--- src/rtl/i2s_pkg.sv ---
// rtl/i2s_pkg.sv - shared state encoding and default sizes for the I2S transmitter
package i2s_pkg;

  typedef enum logic [1:0] {
    SYNC  = 2'd0,
    LEFT  = 2'd1,
    RIGHT = 2'd2
  } i2s_state_e;

  localparam int DEFAULT_SAMPLE_WIDTH = 16;
  localparam int DEFAULT_WS_PERIOD    = 64;

endpackage

--- src/rtl/i2s_tx_if.sv ---
// rtl/i2s_tx_if.sv - stereo sample handshake between a producer and i2s_tx
interface i2s_tx_if import i2s_pkg::*; #(
  parameter int sample_width = DEFAULT_SAMPLE_WIDTH
) ();

  logic                    in_valid;
  logic                    in_ready;
  logic [sample_width-1:0] in_left;
  logic [sample_width-1:0] in_right;

  modport master (output in_valid, output in_left, output in_right, input in_ready);
  modport slave  (input in_valid, input in_left, input in_right, output in_ready);

endinterface

--- src/rtl/i2s_edge_det.sv ---
// rtl/i2s_edge_det.sv - 1-bit registered rise/fall detector; en gates both sampling and pulses
module i2s_edge_det import i2s_pkg::*; (
  input  logic clk,
  input  logic rst_n,
  input  logic en,
  input  logic d,
  output logic q,
  output logic rise,
  output logic fall
);

  always_ff @(posedge clk or negedge rst_n) begin
    if (!rst_n) begin
      q <= 1'b0;
    end else if (en) begin
      q <= d;
    end
  end

  assign rise = en & ~q & d;
  assign fall = en & q & ~d;

endmodule

--- src/rtl/i2s_tx.sv ---
// rtl/i2s_tx.sv - I2S serial transmitter with one-pair holding buffer
// Optional sticky underflow flag enabled by defining I2S_TX_UNDERFLOW_EN.
module i2s_tx import i2s_pkg::*; #(
  parameter int sample_width       = DEFAULT_SAMPLE_WIDTH,
  parameter int word_select_period = DEFAULT_WS_PERIOD
) (
  input  logic    clk,
  input  logic    rst_n,
  input  logic    bclk,
  input  logic    lrclk,
  i2s_tx_if.slave in_if,
  output logic    sdata,
  output logic    underflow,
  input  logic    underflow_clr
);

  localparam int cnt_w = $clog2(word_select_period);
  localparam logic [cnt_w-1:0] cnt_max   = '1;
  localparam logic [cnt_w-1:0] word_bits = cnt_w'(sample_width);

  i2s_state_e              state_q, state_d;
  logic                    bclk_fall, lr_rise, lr_fall;
  logic                    enter_left, xfer, buf_full;
  logic [2:0]              unused_edge;
  logic [sample_width-1:0] buf_l, buf_r, left_sh, right_sh;
  logic [cnt_w-1:0]        bit_cnt;

  i2s_edge_det u_bclk_det (
    .clk(clk), .rst_n(rst_n), .en(1'b1), .d(bclk),
    .q(unused_edge[0]), .rise(unused_edge[1]), .fall(bclk_fall)
  );

  // lrclk is only sampled on bclk falls, so a change between falls waits for the next one
  i2s_edge_det u_lr_det (
    .clk(clk), .rst_n(rst_n), .en(bclk_fall), .d(lrclk),
    .q(unused_edge[2]), .rise(lr_rise), .fall(lr_fall)
  );

  assign in_if.in_ready = ~buf_full;
  assign xfer           = in_if.in_valid & ~buf_full;

  always_ff @(posedge clk or negedge rst_n) begin
    if (!rst_n) begin
      state_q <= SYNC;
    end else begin
      state_q <= state_d;
    end
  end

  always_comb begin
    state_d    = state_q;
    enter_left = 1'b0;
    if (bclk_fall) begin
      case (state_q)
        SYNC, RIGHT: if (lr_fall) begin
          state_d    = LEFT;
          enter_left = 1'b1;
        end
        LEFT:        if (lr_rise) state_d = RIGHT;
        default:     state_d = SYNC;
      endcase
    end
  end

  always_ff @(posedge clk or negedge rst_n) begin
    if (!rst_n) begin
      buf_full <= 1'b0;
      buf_l    <= '0;
      buf_r    <= '0;
      left_sh  <= '0;
      right_sh <= '0;
      bit_cnt  <= '0;
      sdata    <= 1'b0;
    end else begin
      // xfer needs an empty buffer, so it never collides with a real unload
      if (xfer) begin
        buf_full <= 1'b1;
        buf_l    <= in_if.in_left;
        buf_r    <= in_if.in_right;
      end else if (enter_left) begin
        buf_full <= 1'b0;
      end
      if (bclk_fall) begin
        if (state_q == SYNC) begin
          sdata <= 1'b0;
        end else begin
          sdata <= (bit_cnt < word_bits) &&
                   ((state_q == LEFT) ? left_sh[sample_width-1] : right_sh[sample_width-1]);
          if (state_q == LEFT) left_sh <= left_sh << 1;
          else                 right_sh <= right_sh << 1;
          if (bit_cnt != cnt_max) bit_cnt <= bit_cnt + cnt_w'(1);
        end
        if (state_d != state_q) bit_cnt <= '0;
        if (enter_left) begin
          left_sh  <= buf_full ? buf_l : '0;
          right_sh <= buf_full ? buf_r : '0;
        end
      end
    end
  end

`ifdef I2S_TX_UNDERFLOW_EN
  always_ff @(posedge clk or negedge rst_n) begin
    if (!rst_n) begin
      underflow <= 1'b0;
    end else if (enter_left && !buf_full) begin
      underflow <= 1'b1;
    end else if (underflow_clr) begin
      underflow <= 1'b0;
    end
  end
`else
  logic unused_clr;
  assign unused_clr = underflow_clr;
  assign underflow  = 1'b0;
`endif

endmodule
--- src/flat_wrapper.sv ---
// flat-port wrapper written by rule: the top's interface ports become plain ports
module i2s_tx_flat import i2s_pkg::*;
#(
  parameter int sample_width       = DEFAULT_SAMPLE_WIDTH,
  parameter int word_select_period = DEFAULT_WS_PERIOD
)
  (clk, rst_n, bclk, lrclk, sdata, underflow, underflow_clr, in_if_in_valid, in_if_in_left, in_if_in_right, in_if_in_ready);
  i2s_tx_if #(.sample_width(sample_width)) in_if_i ();
  input  logic clk;
  input  logic rst_n;
  input  logic bclk;
  input  logic lrclk;
  output logic sdata;
  output logic underflow;
  input  logic underflow_clr;
  input wire logic [$bits(in_if_i.in_valid)-1:0] in_if_in_valid;
  input wire logic [$bits(in_if_i.in_left)-1:0] in_if_in_left;
  input wire logic [$bits(in_if_i.in_right)-1:0] in_if_in_right;
  output wire logic [$bits(in_if_i.in_ready)-1:0] in_if_in_ready;
  assign in_if_i.in_valid = in_if_in_valid;
  assign in_if_i.in_left = in_if_in_left;
  assign in_if_i.in_right = in_if_in_right;
  assign in_if_in_ready = in_if_i.in_ready;
  i2s_tx #(.sample_width(sample_width), .word_select_period(word_select_period)) u_core (.clk(clk), .rst_n(rst_n), .bclk(bclk), .lrclk(lrclk), .in_if(in_if_i), .sdata(sdata), .underflow(underflow), .underflow_clr(underflow_clr));
endmodule
--- config.mk ---
export PLATFORM = sky130hd
export DESIGN_NAME = i2s_tx_flat
export DESIGN_NICKNAME = d
export VERILOG_FILES = /design/src/rtl/i2s_pkg.sv /design/src/rtl/i2s_tx_if.sv /design/src/rtl/i2s_edge_det.sv /design/src/rtl/i2s_tx.sv /design/src/flat_wrapper.sv
export SDC_FILE = /design/constraint.sdc
export NUM_CORES = 1
export LEC_CHECK = 0
export BUFFER_PORTS_ARGS = -buffer_cell sky130_fd_sc_hd__buf_2
export CAP_MARGIN = 5
export CORE_MARGIN = 1
export CORE_UTILIZATION = 50
export CTS_BUF_LIST = sky130_fd_sc_hd__clkbuf_16
export CTS_CLUSTER_SIZE = 40
export DETAILED_ROUTE_END_ITERATION = 6
export HOLD_SLACK_MARGIN = 0.02
export PLACE_DENSITY = 0.69
export SKIP_CTS_REPAIR_TIMING = 1
export SLEW_MARGIN = 25
export SYNTH_ARGS = -nofsm -noshare
export SYNTH_HDL_FRONTEND = slang
export SYNTH_SLANG_ARGS = --single-unit
--- constraint.sdc ---
create_clock -name clk -period 2.4 [get_ports clk]
set_input_delay 0.12 -clock clk [delete_from_list [all_inputs] [get_ports clk]]
set_output_delay 0.12 -clock clk [all_outputs]
set_load 0.1 [all_outputs]
# Word-level counts from Yosys, hierarchy flattened
# Cells that the tools add are included.
[classes]
addsub = 1
n_lt_le_gt_ge = 1
n_eq_ne = 7
n_mux = 22
n_bitwise = 10
reduce_logical = 9
[ops]
columns = ["op", "n"]
rows = [
  ["$mux 16", 8],
  ["$mux 6", 3],
  ["$reduce_and 3->1", 3],
  ["$mux 1", 7],
  ["$add 6x1->6 const B", 1],
  ["$and 1x1->1", 6],
  ["$lt 6x5->1 const B", 1],
  ["$mux 2", 3],
  ["$ne 6x6->1 const B", 1],
  ["$reduce_bool 2->1", 3],
  ["$ne 2x1->1 const B", 2],
  ["$not 1->1", 4],
  ["$pmux 2 s2", 1],
  ["$eq 2x1->1 const B", 1],
  ["$eq 2x2->1 const B", 1],
  ["$logic_not 2->1", 1],
  ["$ne 2x2->1", 1],
  ["$ne 2x2->1 const B", 1],
  ["$reduce_or 2->1", 1],
  ["$logic_and 1x1->1", 1],
]
[totals]
ff_bits = 76
wordCells = 60

# Longest topological paths before layout
# Gate-level depths: netlist (run 1).
[logic_depth]
word_depth = 10
mapped_depth = 6

# Modules after synthesis
# Synthesis (run 1) repeated with hierarchy kept, for this count alone.
[hier_totals]
hier_cells = 289
hier_area_um2 = 3565.9
[modules_own_cells]
columns = ["module", "instances", "cells_per_inst", "area_per_inst_um2"]
rows = [
  ["i2s_tx", 1, 281, 3445.8],
  ["i2s_edge_det", 2, 4, 60.1],
]

# Worst setup path before layout (run 1)
# Ideal clock, no wire load.
[synth_path]
kind = "register -> register"
start = "register u_core.bit_cnt[0]"
end = "register u_core.bit_cnt[5]"
setup_ps = 74
t_arrival_ps = 1564
setup_slack_ps = 763
stages_incl_launch_ff = 6
path_cell_list = "dfrtp_1 -> ha_1 -> nand3_1 -> o221ai_4 -> or4_4 -> a21oi_2"
[synth_via]
elab_chain_len = 4
word_cells_on_any_way = 7
classes_between = "add/sub: 1; eq/ne: 1; mux: 3; reduce/logical: 2"
[synth_lines]
columns = ["item", "line", "source"]
rows = [
  ["from (decl)", "i2s_tx.sv:26", "logic [cnt_w-1:0] bit_cnt;"],
  ["from (signal assigned)", "i2s_tx.sv:91", "if (bit_cnt != cnt_max) bit_cnt <= bit_cnt + cnt_w'(1);"],
  ["$add 6x1->6", "i2s_tx.sv:91", ""],
  ["$mux 6", "i2s_tx.sv:91", ""],
  ["$mux 6", "i2s_tx.sv:84", "if (state_q == SYNC) begin"],
  ["$mux 6", "i2s_tx.sv:93", "if (state_d != state_q) bit_cnt <= '0;"],
]
# Several ways; a longest one is shown, not always the timed one. The select of a mux whose other input is x is not followed.
# A chain may end at the register's enable or synchronous reset.

# Worst setup path in the final report (run 1)
[layout_path]
start = "input port bclk"
end = "register u_core.right_sh[12]"
[layout_via]
elab_chain_len = 9
word_cells_on_any_way = 11
classes_between = "eq/ne: 2; mux: 4; bitwise: 4; reduce/logical: 1"
[layout_lines]
columns = ["item", "line", "source"]
rows = [
  ["from (decl)", "flat_wrapper.sv:11", "input logic bclk;"],
  ["$not 1->1 *", "i2s_edge_det.sv:21", "assign fall = en & q & ~d;"],
  ["$and 1x1->1 *", "i2s_edge_det.sv:21", ""],
  ["$and 1x1->1 (2 in a row)", "i2s_edge_det.sv:21", ""],
  ["$mux 1", "i2s_tx.sv:55", "SYNC, RIGHT: if (lr_fall) begin"],
  ["$mux 1", "i2s_tx.sv:54", "case (state_q)"],
  ["$mux 1", "i2s_tx.sv:53", "if (bclk_fall) begin"],
  ["$ne 2x1->1 (no line)", "-", ""],
  ["$reduce_and 3->1 (no line)", "-", ""],
  ["to (signal assigned)", "i2s_tx.sv:90", "else right_sh <= right_sh << 1;"],
  ["to (signal assigned)", "i2s_tx.sv:96", "right_sh <= buf_full ? buf_r : '0;"],
  ["to (decl)", "i2s_tx.sv:25", "logic [sample_width-1:0] buf_l, buf_r, left_sh, right_sh;"],
]
# Mark *: on every way between the ends. The rest lies on a longest branch, timed or not.

==> flow_summary.toml, run 1 <==
[worst_setup_path]
r2r_start = "u_core.u_bclk_det.q$_DFF_PN0_"
end_kind = "flip-flop"
crit_path_max_fanout = 34
crit_type = "in2reg"
r2r_slack_ps = 510
r2r-end = "u_core.right_sh[12]$_DFFE_PN0P_"
startpoint_type = "primary input"
ff2ff_path_depth = 5
arrival_ps = 2200
worstPathRequired_ps = 2600

[synthesis]
synth-edff-count = 0
synth_area_leaders = "dfrtp_1 (56%), mux2_2 (11%), mux2i_1 (9.1%)"
synth_cell_types = 37
synth.most_common_cell = "dfrtp_1"
ys.flop_type = "dfrtp_1"
synth_seq_cells = 76
async_flop_share_pct = 100
ys_warn_count = 0
yosysSeqAreaShare_pct = 56.0
yosysTopAreaCell = "dfrtp_1"
avgSynthCellArea_um2 = 11.7
syn-num-nets = 330
synth_top_area_share_pct = 56.0
synth_area_um2 = 3400
synthCells = 291
synth_commonest_cells = "dfrtp_1 (76), a21oi_1 (32), mux2_2 (32)"

[drt]
drtIter0Drc = 80
num_vias = 2243
dr.pass1.iters = 7
route.detailed.drc = 1
drtAntennaViolNets = 0
drt-total-wl_mm = 5.78
wl_per_cell_um = 13.9
drt-vias-per-instance = 5.39

[global_routing]
grt_pass1_wl_mm = 10.1
grt_overflow = 0
grt_max_degree = 77
grtUsageTotal_pct = 18.1
antenna_found_initial = 0
grt_pass1_vias = 2263

[finish]
diodes = 0
final_nets = 373
fin_util_pct = 62.6
fillerInstances = 531
stdcell_area_um2 = 4040
syn_to_final_growth_pct = 18.9
final_cells = 416
final_layout_size_suffix_gt1_share_pct = 28.9

[clocking]
cts_tree = "built"
cts_sinks = 76
cts-htree-levels = 3
numCtsBuffers = 9
cts.path.max_buffers = 2
cts_root_buf = "clkbuf_16"
clk_latency_ps = 330
path_clk_slew_ps = 60

[sta]
rsz0062_at_grt = "false"
drv_slew = 0
fmax_ghz = 0.501
relSlewSlack_pct = 54.2
hold_violations = 0
setup_tns_ps = 0
period_minus_slack_ps = 2000
setup_ws_ps = 403
tightest_slew_ps = 686
fin_crit_sh_pct = 83.2
hold-worst-slack_ps = 17.1
finalSetupViolations = 0
fin_skew_ps = 7.25

[placed_design]
place_hpwl_mm = 3.61
pre_cts_slack_ps = 526
dp_cells = 390
dpl-instance-area_um2 = 3640
portBuffers = 38
gp_congestion = 0.712

[die]
num_rows = 29
initial_core_util_pct = 52.6
die_h_um = 84.4
io_pins = 41
dieArea_um2 = 7130
die_w_um = 84.4
coreArea_um2 = 6460

[min_path]
hold_depth = 2
hold_class = "in2reg"
min_from = "in_if_in_left[8]"
hold_end = "u_core.buf_l[8]$_DFFE_PN0P_"

[power_and_ir_drop]
vdd_drop_max_mv = 0.655
finalPower_mw = 4.86
powerDensity_nw_per_um2 = 1200
p_leak_nw = 1.96

[outcome]
violations = "DRC"
status = "complete, but fails checks"

[flow_run]
maxCapViolCount = 0
[final cells by class]
class / instances / area (um2) / share of cell area (%)
clock inverters: 7 / 75.1 / 1.86
clock buffers: 9 / 225 / 5.57
inverters: 4 / 15.0 / 0.372
repair buffers: 52 / 339 / 8.39
multi-input cells: 191 / 1390 / 34.4
flip-flops and latches: 76 / 1900 / 47.1
well taps: 77 / 96.3 / 2.38
[where the power goes]
part           internal, mW  switching [mW]  total [mW]
clock network         0.809           0.526        1.33
registers              1.87           0.345        2.22
logic                 0.676           0.627        1.30
total                  3.36            1.50        4.86
[per-layer routing]
metal	vias to the layer above	GRT usage, %	share of wire [%]	routed length [um]
met4	0	6.01	1.1	66
li1	1102	-	-	-
met1	1103	22.7	47	2740
met3	6	5.11	3.1	180
met5	-	0	0	0
met2	32	30.4	48	2800
[worst max path at each step]
stage,from,to,slack (ps),cells after the start
final,bclk,u_core.right_sh[12]$_DFFE_PN0P_,400,7
after detailed placement,u_core.u_bclk_det.q$_DFF_PN0_,u_core.right_sh[13]$_DFFE_PN0P_,530,5
after floorplan,u_core.bit_cnt[0]$_DFFE_PN0P_,u_core.bit_cnt[5]$_DFFE_PN0P_,760,5
after CTS,u_core.u_bclk_det.q$_DFF_PN0_,u_core.right_sh[12]$_DFFE_PN0P_,500,5
after global placement,u_core.u_bclk_det.q$_DFF_PN0_,u_core.right_sh[2]$_DFFE_PN0P_,560,5
after global routing,bclk,u_core.right_sh[12]$_DFFE_PN0P_,240,7
[worst max-delay path, cell delays in order]
cell and delay, ps:
dlygate4sd3_1 530, buf_2 140, nor2b_2 340, nand2_2 420
buf_4 390, a21oi_1 190, a21oi_1 60
[flip-flops by register name, indices dropped and copies added, names as in the netlist]
signal / cells
u_core.buf_l: 16
u_core.buf_r: 16
u_core.left_sh: 16
u_core.right_sh: 16
u_core.bit_cnt: 6
u_core.state_q: 2
u_core.buf_full: 1
u_core.sdata: 1
u_core.u_bclk_det.q: 1
u_core.u_lr_det.q: 1
[cells in the final DEF, fill, tap and decap left out, types with 9 or more instances in the layout]
master	count
dfrtp_1	76
buf_2	37
mux2_2	32
a21oi_1	32
mux2i_1	31
nand2_1	25
o21ai_0	19
and2_1	15
dlygate4sd3_1	10
clkbuf_16	9
[cell families (layout without fill, tap and decap cells)]
kind of cell             Yosys count  after routing  synth area share, %
AND/OR/NAND/NOR                   60             60                 9.13
other                              1              1                0.110
flip-flops                        76             76                 56.0
buffers and inverters             24             72                 3.46
XOR/XNOR                           1              1                0.258
AO/OA/AOI/OAI                     65             65                 11.0
adder cells (fa/ha/maj)            1              1                0.368
multiplexers                      63             63                 19.7
Power figures use the tool's default switching activity.
==> run 2: changes to the inputs <==
--- a/config.mk
+++ b/config.mk
@@ -13,7 +13,7 @@
 export CTS_CLUSTER_SIZE = 40
 export DETAILED_ROUTE_END_ITERATION = 6
 export HOLD_SLACK_MARGIN = 0.02
-export PLACE_DENSITY = 0.69
+export PLACE_DENSITY = 0.72
 export SKIP_CTS_REPAIR_TIMING = 1
 export SLEW_MARGIN = 25
 export SYNTH_ARGS = -nofsm -noshare
==> constraint.sdc (replaced) <==
create_clock -name clk -period 1.7 [get_ports clk]
set_input_delay 0.085 -clock clk [delete_from_list [all_inputs] [get_ports clk]]
set_output_delay 0.085 -clock clk [all_outputs]
set_load 0.1 [all_outputs]
==> run 2 against run 1 <==
Effect of this change: the flow still finishes with violations (DRC); first-iteration DRC count is 41% higher; sequential share of layout area shrank 3.4 points; global-route usage increased by 1.4 points; critical path type is now reg2reg; clock-buffer cell count unchanged; worst hold slack better by 8.9 ps.
==> flow_summary.toml, run 2 (synthesized netlist as in run 1, its figures left out) <==
[finish]
stdcell_area_um2 = 4360
layout_commonest_cell = "dfrtp_1"
final_cell_mix = "dfrtp_1 (76), buf_2 (37), dlygate4sd3_1 (33)"
syn_to_final_growth_pct = 28.2
final_nets = 403
fin_util_pct = 67.5
final_cells = 446
diodes = 0
final_layout_size_suffix_gt1_share_pct = 28.2

[drt]
drt-vias-per-instance = 5.36
drtIter0Drc = 113
drt-total-wl_mm = 6.46
dr.pass1.iters = 6
route.detailed.drc = 4
num_vias = 2389
drtAntennaViolNets = 0
wl_per_cell_um = 14.5

[power_and_ir_drop]
finalPower_mw = 7.09
powerDensity_nw_per_um2 = 1630
p_leak_nw = 2.11
vdd_drop_max_mv = 0.906

[clocking]
cts_tree = "built"
cts.path.max_buffers = 2
path_clk_slew_ps = 60
cts-htree-levels = 3
cts_sinks = 76
numCtsBuffers = 9
clk_latency_ps = 330
cts_root_buf = "clkbuf_16"

[global_routing]
grt_pass1_vias = 2256
grt_pass1_wl_mm = 10.7
grtUsageTotal_pct = 19.5
antenna_found_initial = 0
grt_max_degree = 77
grt_overflow = 0

[sta]
fin_crit_sh_pct = 95.4
period_minus_slack_ps = 1620
hold_violations = 0
fmax_ghz = 0.617
fin_skew_ps = 6.94
setup_ws_ps = 78.8
tightest_slew_ps = 644
drv_slew = 0
finalSetupViolations = 0
relSlewSlack_pct = 56.9

[placed_design]
gp_congestion = 0.737
pre_cts_slack_ps = -114
portBuffers = 38
dp_cells = 397
place_hpwl_mm = 3.71
dpl-instance-area_um2 = 3710

[worst_setup_path]
worstPathRequired_ps = 1950
critical_path.max_stage_delay_ps = 400
end_kind = "flip-flop"
crit_type = "reg2reg"
crit_buf_inv = 1
slowest_stage = "dfrtp_1"
startpoint_type = "flip-flop"
arrival_ps = 1880
cpLargestDelayFamily = "simple AND/OR/NAND/NOR gates"
cp_cell_sequence = "ha_1 -> nand3_2 -> o221ai_4 -> buf_4 -> or3_1 -> a21oi_1"
crit_path_max_fanout = 7

[min_path]
hold_class = "in2reg"

[die]
dieArea_um2 = 7130
io_pins = 41
initial_core_util_pct = 52.6
die_h_um = 84.4
coreArea_um2 = 6460
die_w_um = 84.4
num_rows = 29

[flow_run]
maxCapViolCount = 0

[outcome]
status = "complete, but fails checks"
violations = "DRC"
==> run 2: final timing paths <==
path / start / to / slack (ps) / cells after the start
hold / removal: in_if_in_left[15] / u_core.buf_l[15]$_DFFE_PN0P_ / 30 / 2
min in group asynchronous: rst_n / u_core.buf_l[8]$_DFFE_PN0P_ / 330 / 3
setup / recovery: u_core.bit_cnt[0]$_DFFE_PN0P_ / u_core.bit_cnt[3]$_DFFE_PN0P_ / 80 / 6
max in group asynchronous: rst_n / u_core.buf_r[1]$_DFFE_PN0P_ / 1060 / 3
setup reg to reg: u_core.bit_cnt[0]$_DFFE_PN0P_ / u_core.bit_cnt[3]$_DFFE_PN0P_ / 80 / 6
hold reg to reg: u_core.left_sh[1]$_DFFE_PN0P_ / u_core.left_sh[1]$_DFFE_PN0P_ / 480 / 2
==> run 2: through the flow <==
stage	TNS [ps]	hold slack (ps)
2_1_floorplan	0	-211
3_5_place_dp	-793	135
6_report	0	26.0
5_1_grt	-0.447	32.7
3_3_place_gp	0	134
4_1_cts	-1350	-216
==> run 2: area by class of cell <==
| type | count | area (um2) |
|---|---|---|
| sequential | 76 | 1900 |
| tap | 77 | 96.3 |
| timing repair buffer | 82 | 631 |
| clock buffer | 9 | 225 |
| clock inverter | 7 | 83.8 |
| inverter | 4 | 15.0 |
| multi-input combinational | 191 | 1410 |
| fill | 496 | 2100 |
==> run 2: layer usage <==
layer	GRT usage, %	part of all wire [%]
met1	26.3	48
met3	4.52	2.6
met4	9.24	1.6
met5	0	0
met2	30.0	48
==> run 2: worst register-to-register path: stages, from the launching register on <==
cell      delay (ps)
dfrtp_1          400
ha_1             230
nand3_2          120
o221ai_4         120
buf_4            180
or3_1            340
a21oi_1          150
==> run 2: report_power, final <==
part	switching [mW]	internal (mW)	total (mW)
clock network	0.712	1.27	1.98
logic	0.966	1.03	2.00
registers	0.465	2.65	3.11
total	2.14	4.95	7.09
==> run 3: changes to the inputs <==
--- a/config.mk
+++ b/config.mk
@@ -8,12 +8,12 @@
 export BUFFER_PORTS_ARGS = -buffer_cell sky130_fd_sc_hd__buf_2
 export CAP_MARGIN = 5
 export CORE_MARGIN = 1
-export CORE_UTILIZATION = 50
+export CORE_UTILIZATION = 30
 export CTS_BUF_LIST = sky130_fd_sc_hd__clkbuf_16
 export CTS_CLUSTER_SIZE = 40
 export DETAILED_ROUTE_END_ITERATION = 6
 export HOLD_SLACK_MARGIN = 0.02
-export PLACE_DENSITY = 0.72
+export PLACE_DENSITY = 0.47
 export SKIP_CTS_REPAIR_TIMING = 1
 export SLEW_MARGIN = 25
 export SYNTH_ARGS = -nofsm -noshare
==> run 3 against run 2 <==
Effect of this change: the run now ends clean; sequential power barely moved; cell count rose by 14%; clock-buffer cell count did not move; critical endpoint unchanged; combinational power fell by 3%; total power rose by 1.2%; flip-flop and latch count did not move; critical path depth did not move.
==> flow_summary.toml, run 3 (synthesized netlist as in run 1, its figures left out) <==
[outcome]
status = "finished clean"

[power_and_ir_drop]
powerDensity_nw_per_um2 = 1600
switching_share_pct = 29.2
p_sw_mw = 2.09
power.internal_mw = 5.08
p_comb_share_pct = 26.9
vdd_drop_max_mv = 0.522
clockPowerShare_pct = 29.5
p_seq_share_pct = 43.5
p_leak_nw = 2.13

[clocking]
cts_sinks = 76
cts-htree-levels = 3
path_clk_slew_ps = 60
clk_latency_ps = 330
cts_root_buf = "clkbuf_16"
cts_tree = "built"
numCtsBuffers = 9
cts.path.max_buffers = 2

[drt]
drt-vias-per-instance = 4.59
drtIter0Drc = 68
route.detailed.drc = 0
dr.pass1.iters = 4
drtAntennaViolNets = 0
drt-total-wl_mm = 6.56
num_vias = 2339
wl_per_cell_um = 12.9

[global_routing]
grtUsageTotal_pct = 12.5
grt_pass1_vias = 2285
antenna_found_initial = 0
grt_pass1_wl_mm = 11.2
grt_max_degree = 38
grt_overflow = 0

[finish]
final_layout_size_suffix_gt1_share_pct = 28.6
syn_to_final_growth_pct = 31.6
multiInputGateArea_um2 = 1400
fillerInstances = 1079
final_cell_mix = "dfrtp_1 (76), buf_2 (37), dlygate4sd3_1 (34)"
final_nets = 405
seq_area_um2 = 1900
stdcell_area_um2 = 4470
layout_commonest_cell = "dfrtp_1"
diodes = 0

[sta]
fin_skew_ps = 7.58
period_minus_slack_ps = 1620
fmax_ghz = 0.618
fin_crit_sh_pct = 95.1
hold-worst-slack_ps = 55.1
setup_tns_ps = 0
drv_slew = 0
rsz0062_at_grt = "false"
finalSetupViolations = 0
hold_violations = 0

[worst_setup_path]
crit_path_max_fanout = 7
arrival_ps = 1860
end_kind = "flip-flop"
critical_path.max_stage_delay_ps = 400
slowest_stage = "dfrtp_1"
startpoint_type = "flip-flop"
worstPathRequired_ps = 1950
cp_cell_sequence = "ha_1 -> nand3_2 -> o221ai_4 -> buf_4 -> or3_1 -> a21oi_1"
crit_type = "reg2reg"
cpLargestDelayFamily = "simple AND/OR/NAND/NOR gates"
crit_buf_inv = 1

[die]
coreArea_um2 = 10900
io_pins = 41
die_w_um = 108
dieArea_um2 = 11800
die_h_um = 108
initial_core_util_pct = 31.1
num_rows = 38

[flow_run]
maxCapViolCount = 0

[min_path]
hold_class = "in2reg"

[placed_design]
gp_congestion = 0.715
portBuffers = 38
dpl-instance-area_um2 = 3790
place_hpwl_mm = 4.13
==> run 3: cell types whose count changed in the layout (fill, tap and decap cells not counted) <==
cell / previous run / this run
o21ai_2: 0 / 1
dlygate4sd3_1: 33 / 34
o21ai_4: 1 / 0
buf_6: 0 / 1
clkinvlp_4: 1 / 0
bufinv_16: 2 / 3
clkinv_2: 1 / 2
inv_1: 6 / 4
==> run 3: power by group through the flow <==
stage	logic, mW	clock network [mW]	registers [mW]
final	1.93	2.12	3.12
after global routing	2.18	2.26	3.24
after CTS	1.91	2.18	3.13
after detailed placement	1.91	0	3.16
after global placement	1.87	0	3.14
after floorplan	1.50	0	3.03
==> run 3: layer usage <==
metal  track usage (%)  routed length [um]  vias up
li1                  -                   -     1166
met1              16.2                3180     1134
met2              19.6                3090       28
met3              2.65                 155       11
met4              6.37                 132        0
met5                 0                   0        -
==> run 3: area by class of cell <==
| cell class | instances | area share, % |
|---|---|---|
| Sequential cell | 76 | 42.5 |
| Multi-Input combinational cell | 191 | 31.3 |
| Clock inverter | 6 | 2.32 |
| Inverter | 4 | 0.336 |
| Tap cell | 140 | 3.92 |
| Clock buffer | 9 | 5.04 |
| Timing Repair Buffer | 84 | 14.6 |
==> run 3: worst reg2reg max path, stage by stage (launching register included) <==
cell	delay, ps
dfrtp_1	400
ha_1	230
nand3_2	120
o221ai_4	120
buf_4	190
or3_1	340
a21oi_1	150
==> run 3: path summary, 6_finish.rpt <==
kind                                                 end  slack (ps)  depth (start not counted)                          start
setup reg to reg           u_core.bit_cnt[3]$_DFFE_PN0P_          80                          6  u_core.bit_cnt[0]$_DFFE_PN0P_
hold reg to reg                 u_core.sdata$_DFFE_PN0N_         470                          2       u_core.sdata$_DFFE_PN0N_
hold / removal               u_core.state_q[1]$_DFF_PN0_          60                          3                          lrclk
min in group asynchronous    u_core.buf_l[9]$_DFFE_PN0P_         200                          2                          rst_n
setup / recovery           u_core.bit_cnt[3]$_DFFE_PN0P_          80                          6  u_core.bit_cnt[0]$_DFFE_PN0P_
max in group asynchronous    u_core.buf_r[2]$_DFFE_PN0P_         940                          3                          rst_n
==> run 3: per-stage QoR <==
stage               power (mW)  utilization, %  instances  worst slack (ps)
floorplan                 4.54               -        291              62.5
global placement          5.01            34.7        461              64.7
detailed placement        5.06            34.7        461              18.3
CTS                       7.22            37.7        476              5.79
global route              7.68            40.9        510              5.79
finish                    7.17            40.9        510              82.9
